--- config.mk ---
export PLATFORM = sky130hd
export DESIGN_NAME = mod_exp_engine
export DESIGN_NICKNAME = d
export VERILOG_FILES = /design/src/rtl/mod_exp_engine.sv
export SDC_FILE = /design/constraint.sdc
export NUM_CORES = 1
export LEC_CHECK = 0
export ABC_AREA = 1
export ABC_CLOCK_PERIOD_IN_PS = 6800
export CAP_MARGIN = 5
export CORE_MARGIN = 1
export CORE_UTILIZATION = 40
export DETAILED_ROUTE_END_ITERATION = 10
export GPL_TIMING_DRIVEN = 0
export PLACE_DENSITY_LB_ADDON = 0.2
export SKIP_LAST_GASP = 1
export SLEW_MARGIN = 20
export SYNTH_ARGS = -nofsm -noshare
export SYNTH_HDL_FRONTEND = slang
export SYNTH_SLANG_ARGS = --single-unit
export TNS_END_PERCENT = 1
--- constraint.sdc ---
create_clock -name clk -period 6.8 [get_ports clk]
set_input_delay 1.36 -clock clk [delete_from_list [all_inputs] [get_ports clk]]
set_output_delay 1.36 -clock clk [all_outputs]
set_load 0.03 [all_outputs]
--- src/rtl/mod_exp_engine.sv ---
// Constant-time modular exponentiation, square-and-always-multiply, scanning the exponent MSB first.
// Each modular multiply is interleaved (Blakley): one multiplier bit per clock.
//   state  | meaning
//   IDLE   | wait for start; operands are latched on accept
//   LOAD   | R=1, set up the bit indices, check the operands
//   SQR    | T = R*R mod p, P_W cycles
//   MUL    | T2 = T*base mod p, P_W cycles; R = exp bit ? T2 : T
//   FINISH | publish result, raise done on the next edge
module mod_exp_engine #(
  parameter int P_W = 32,
  parameter int E_W = 32
) (
  input  logic           clk,
  input  logic           rst,
  input  logic           start,
  input  logic [P_W-1:0] base,
  input  logic [E_W-1:0] exponent,
  input  logic [P_W-1:0] p,
  output logic           busy,
  output logic           done,
  output logic           err,
  output logic [63:0]    result
);

  localparam int IW = (E_W > 1) ? $clog2(E_W) : 1;
  localparam int JW = (P_W > 1) ? $clog2(P_W) : 1;
  localparam int AW = P_W + 2;

  typedef enum logic [2:0] {IDLE, LOAD, SQR, MUL, FINISH} state_t;

  state_t         state_q, state_d;
  logic [P_W-1:0] base_q, base_d, p_q, p_d, r_q, r_d, t_q, t_d;
  logic [E_W-1:0] exp_q, exp_d;
  logic [IW-1:0]  i_q, i_d;
  logic [JW-1:0]  j_q, j_d;
  logic [AW-1:0]  acc_q, acc_d;
  logic           busy_q, busy_d, done_q, done_d, err_q, err_d;
  logic [63:0]    result_q, result_d;

  logic [P_W-1:0] op_a, op_b;
  logic           b_bit;
  logic [AW-1:0]  p_ext, dbl, dbl_red, sum, sum_red;

  // One Blakley step; acc stays below p, so AW bits never overflow.
  always_comb begin
    op_a    = (state_q == SQR) ? r_q : t_q;
    op_b    = (state_q == SQR) ? r_q : base_q;
    b_bit   = op_b[j_q];
    p_ext   = {2'b00, p_q};
    dbl     = acc_q << 1;
    dbl_red = (dbl >= p_ext) ? (dbl - p_ext) : dbl;
    sum     = dbl_red + (b_bit ? {2'b00, op_a} : '0);
    sum_red = (sum >= p_ext) ? (sum - p_ext) : sum;
  end

  always_comb begin
    state_d  = state_q;
    base_d   = base_q;
    p_d      = p_q;
    exp_d    = exp_q;
    r_d      = r_q;
    t_d      = t_q;
    i_d      = i_q;
    j_d      = j_q;
    acc_d    = acc_q;
    busy_d   = busy_q;
    done_d   = 1'b0;
    err_d    = err_q;
    result_d = result_q;
    case (state_q)
      IDLE: begin
        // done_q guard keeps the done cycle itself from accepting a new job
        if (start && !done_q) begin
          base_d  = base;
          exp_d   = exponent;
          p_d     = p;
          busy_d  = 1'b1;
          err_d   = 1'b0;
          state_d = LOAD;
        end
      end
      LOAD: begin
        r_d   = P_W'(1);
        i_d   = IW'(E_W - 1);
        j_d   = JW'(P_W - 1);
        acc_d = '0;
        if (p_q < P_W'(2) || base_q >= p_q) begin
          err_d    = 1'b1;
          result_d = '0;
          state_d  = FINISH;
        end else begin
          state_d = SQR;
        end
      end
      SQR: begin
        acc_d = sum_red;
        if (j_q == '0) begin
          t_d     = sum_red[P_W-1:0];
          acc_d   = '0;
          j_d     = JW'(P_W - 1);
          state_d = MUL;
        end else begin
          j_d = j_q - 1'b1;
        end
      end
      MUL: begin
        acc_d = sum_red;
        if (j_q == '0) begin
          r_d   = exp_q[i_q] ? sum_red[P_W-1:0] : t_q;
          acc_d = '0;
          j_d   = JW'(P_W - 1);
          if (i_q == '0) begin
            state_d = FINISH;
          end else begin
            i_d     = i_q - 1'b1;
            state_d = SQR;
          end
        end else begin
          j_d = j_q - 1'b1;
        end
      end
      FINISH: begin
        done_d  = 1'b1;
        busy_d  = 1'b0;
        if (!err_q) result_d = 64'(r_q);
        state_d = IDLE;
      end
      default: state_d = IDLE;
    endcase
  end

  always_ff @(posedge clk) begin
    if (rst) begin
      state_q  <= IDLE;
      base_q   <= '0;
      p_q      <= '0;
      exp_q    <= '0;
      r_q      <= '0;
      t_q      <= '0;
      i_q      <= '0;
      j_q      <= '0;
      acc_q    <= '0;
      busy_q   <= 1'b0;
      done_q   <= 1'b0;
      err_q    <= 1'b0;
      result_q <= '0;
    end else begin
      state_q  <= state_d;
      base_q   <= base_d;
      p_q      <= p_d;
      exp_q    <= exp_d;
      r_q      <= r_d;
      t_q      <= t_d;
      i_q      <= i_d;
      j_q      <= j_d;
      acc_q    <= acc_d;
      busy_q   <= busy_d;
      done_q   <= done_d;
      err_q    <= err_d;
      result_q <= result_d;
    end
  end

  assign busy   = busy_q;
  assign done   = done_q;
  assign err    = err_q;
  assign result = result_q;

endmodule

==> run_results.csv <==
group,metric,value,unit
floorplan,die_y,215,um
floorplan,std_cell_rows,77,
synthesis,synth_edf_count,0,
synthesis,syn_area_per_cell,6.30,um2
timing,period_minus_slack,6.76,ns
timing,rsz0062_at_grt,"true",
detailed_routing,drt-total-wl,83500,um
synthesis,synthArstFlopShare,0,%
synthesis,ys_ff_latch,241,
detailed_routing,ant_nets,0,
global_routing,overflow,0,
synthesis,synth_area,18100,um2
floorplan,initial_core_util,40.8,%
run_status,outcome,"finished, final reports clean",
floorplan,die_area,46200,um2
timing,fmax,148,MHz
floorplan,die_x,215,um
clock_network,clkSinkCount,241,
place,finalWeightedCongestion,0.981,
synthesis,ys_seq_area_share,26.6,%
worst_hold_path,holdPathStages,2,
critical_path,rr_worst_depth,36,
critical_path,cp-end-kind,"flip-flop",
detailed_routing,viasPerCell,5.43,
place,place_inst,3636,
detailed_routing,highest_layer,"met4",
cells_and_area,area_growth,26.1,%
clock_network,ctsHtreeMaxLevel,1,
synthesis,synth-main-ff-cell,"dfxtp_1",
critical_path,path_max_fanout,10,
cells_and_area,antenna-diode-count,0,
timing,hold_viol,0,
synthesis,yosysUniqueCellTypes,59,
detailed_routing,vias,20300,
critical_path,cp_common_cell,"nand2_1",
detailed_routing,dr.pass1.iters,5,
synthesis,syn_inst,2881,
timing,setup_tns,0,ns
critical_path,slowest_stage,"ha_4",
critical_path,startpoint_type,"flip-flop",
place,place_hpwl,67400,um
cells_and_area,final_nets,3361,
timing,timing.final.max_slew_violations,0,
timing,slew_headroom,28.9,%
critical_path,crit_required,7.28,ns
global_routing,track_usage,35.3,%
worst_hold_path,hold_class,"reg2reg",
cells_and_area,final_util,51.4,%
synthesis,ys_warn_count,0,
cells_and_area,fillers,4657,
clock_network,clk_root_buffer_cell,"clkbuf_16",
detailed_routing,drt_iter0_drc,1903,
critical_path,crit_type,"reg2reg",
floorplan,coreArea,44500,um2
job,drv_cap,0,
clock_network,clock_latency,0.59,ns
detailed_routing,met1_length,36700,um
critical_path,cp.arrival,7.24,ns
detailed_routing,wl_met2,35300,um
cells_and_area,final-instance-count-excl-fill,3744,
clock_network,cts_buffers,29,
timing,tightest_slew,1.06,ns
floorplan,io_pins,166,
cells_and_area,drive_gt1_share,11.6,%
global_routing,first_global_vias,18700,
global_routing,antenna_found_initial,0,
global_routing,grt_pass1_wl,121000,um
clock_network,clkTransAtPathRegs,0.06,ns
place,numPortBuffers,132,
detailed_routing,wl_met3,6220,um
timing,finalClockSkew,0.0114,ns
critical_path,slowest_delay,0.37,ns
timing,timing.final.crit_share,99.4,%
clock_network,cts_tree,"yes",
clock_network,clock_path_buffers,3,
detailed_routing,wl_per_cell,22.3,um
detailed_routing,drc,0,
global_routing,grt_max_degree,16,
timing,setup_viol,0,
## per-stage QoR
step | area [um2] | worst slack, ns | hold WS, ns
finish | 22900 | 0.0405 | 0.470
global route | 22900 | -0.0830 | 0.489
CTS | 22200 | 0.0210 | 0.472
detailed placement | 20300 | -1.91 | 0.463
global placement | 20300 | -2.00 | 0.458
floorplan | 18300 | 1.11 | 0.450
## layer usage
layer	vias to the layer above	GRT usage, %
met5	-	0
met4	0	18.3
met3	153	3.13
met2	796	54.4
met1	9519	48.9
li1	9863	-
## cell usage after synthesis, types with 3 or more instances
cell	count	area share, %
ha_1	130	9.0
a22oi_1	36	1.5
buf_1	8	0.17
xor2_1	54	2.6
buf_2	19	0.52
nor3_1	22	0.61
nor2_2	4	0.14
o31ai_1	7	0.29
a31oi_1	8	0.28
nand4_1	59	2.0
or2_2	6	0.21
nor3b_1	20	0.83
nor2_1	328	6.8
inv_1	370	7.7
clkinv_1	3	0.062
dfxtp_1	241	27
nand2_1	665	14
clkbuf_1	84	1.7
fa_1	3	0.33
nand3_1	124	3.4
and2_1	5	0.17
o21ai_1	32	0.88
o21bai_1	24	0.99
o311ai_0	3	0.14
buf_4	35	1.4
o221ai_1	5	0.24
nand2_2	4	0.14
nor4_1	8	0.28
inv_2	8	0.17
o21ai_0	246	6.8
a21oi_1	244	6.7
o211ai_1	12	0.50
xnor2_1	27	1.3
nand2_4	3	0.19
a21o_1	5	0.21
## area by class of cell
class / instances / area (um2) / share of cell area (%)
clock inverters: 15 / 184 / 0.804
inverters: 381 / 1510 / 6.58
well taps: 592 / 741 / 3.24
multi-input cells: 2143 / 12300 / 53.8
flip-flops and latches: 241 / 4830 / 21.1
clock buffers: 39 / 793 / 3.47
plain buffers: 147 / 795 / 3.47
repair buffers: 186 / 1730 / 7.55
## critical path, delay by kind of cell (launching register included)
family                   cells  cell delay, ns
AND/OR/NAND/NOR             18            2.27
AO/OA/AOI/OAI                8            1.83
adder cells (fa/ha/maj)      3            1.00
buffers and inverters        6            0.93
flip-flops                   1            0.35
XOR/XNOR                     1            0.26
## final timing paths
path                    from  slack [ns]         end
setup reg to reg     p_q[25]        0.04     t_q[13]
setup / recovery     p_q[25]        0.04     t_q[13]
hold / removal    result[11]        0.47  result[11]
hold reg to reg   result[11]        0.47  result[11]
## logic make-up (layout without fill, tap and decap cells)
family	Yosys count	in the layout	synth area share (%)
other cells	1	32	0.0207
buf+inv	528	768	11.8
compound gates	641	641	19.4
xor+xnor	81	81	3.91
fa+ha+maj	133	133	9.29
simple gates	1256	1256	28.9
flops	241	241	26.6
## layout by cell type (no fill, tap or decap), types with 12 or more instances in the layout
cell type,count
clkbuf_1,82
clkinvlp_4,23
nand4_1,59
nor2_4,18
xnor2_1,26
nand2_2,19
o21bai_1,24
a21oi_1,230
nand3_1,119
ha_1,90
o211ai_1,12
inv_1,349
buf_2,13
conb_1,32
buf_4,93
o21ai_2,12
xor2_1,50
o21ai_0,221
nor2_2,23
nor3b_1,16
clkdlybuf4s50_1,132
o21ai_1,41
ha_4,34
dfxtp_1,238
nor3_1,20
nand2_1,648
nor2_1,292
a22oi_1,36
clkbuf_16,29
## state kept, by name, indices dropped and copies added (netlist names), 3 cells and up
name / flops
t_q: 32
state_q: 3
p_q: 32
j_q: 5
acc_q: 33
i_q: 5
r_q: 32
base_q: 32
result: 32
exp_q: 32
## repair_timing
| action | CTS | global route |
|---|---|---|
| buffers inserted | 27 | 27 |
| endpoints found under the hold margin | 0 | 0 |
| hold buffers | 0 | 0 |
| setup endpoints to repair | 97 | 97 |
| pin swaps | 15 | 19 |
| gates resized for setup | 170 | 93 |
Power is not shown: default switching activity piles up to over one toggle a cycle in this logic, so the estimate is an artifact.
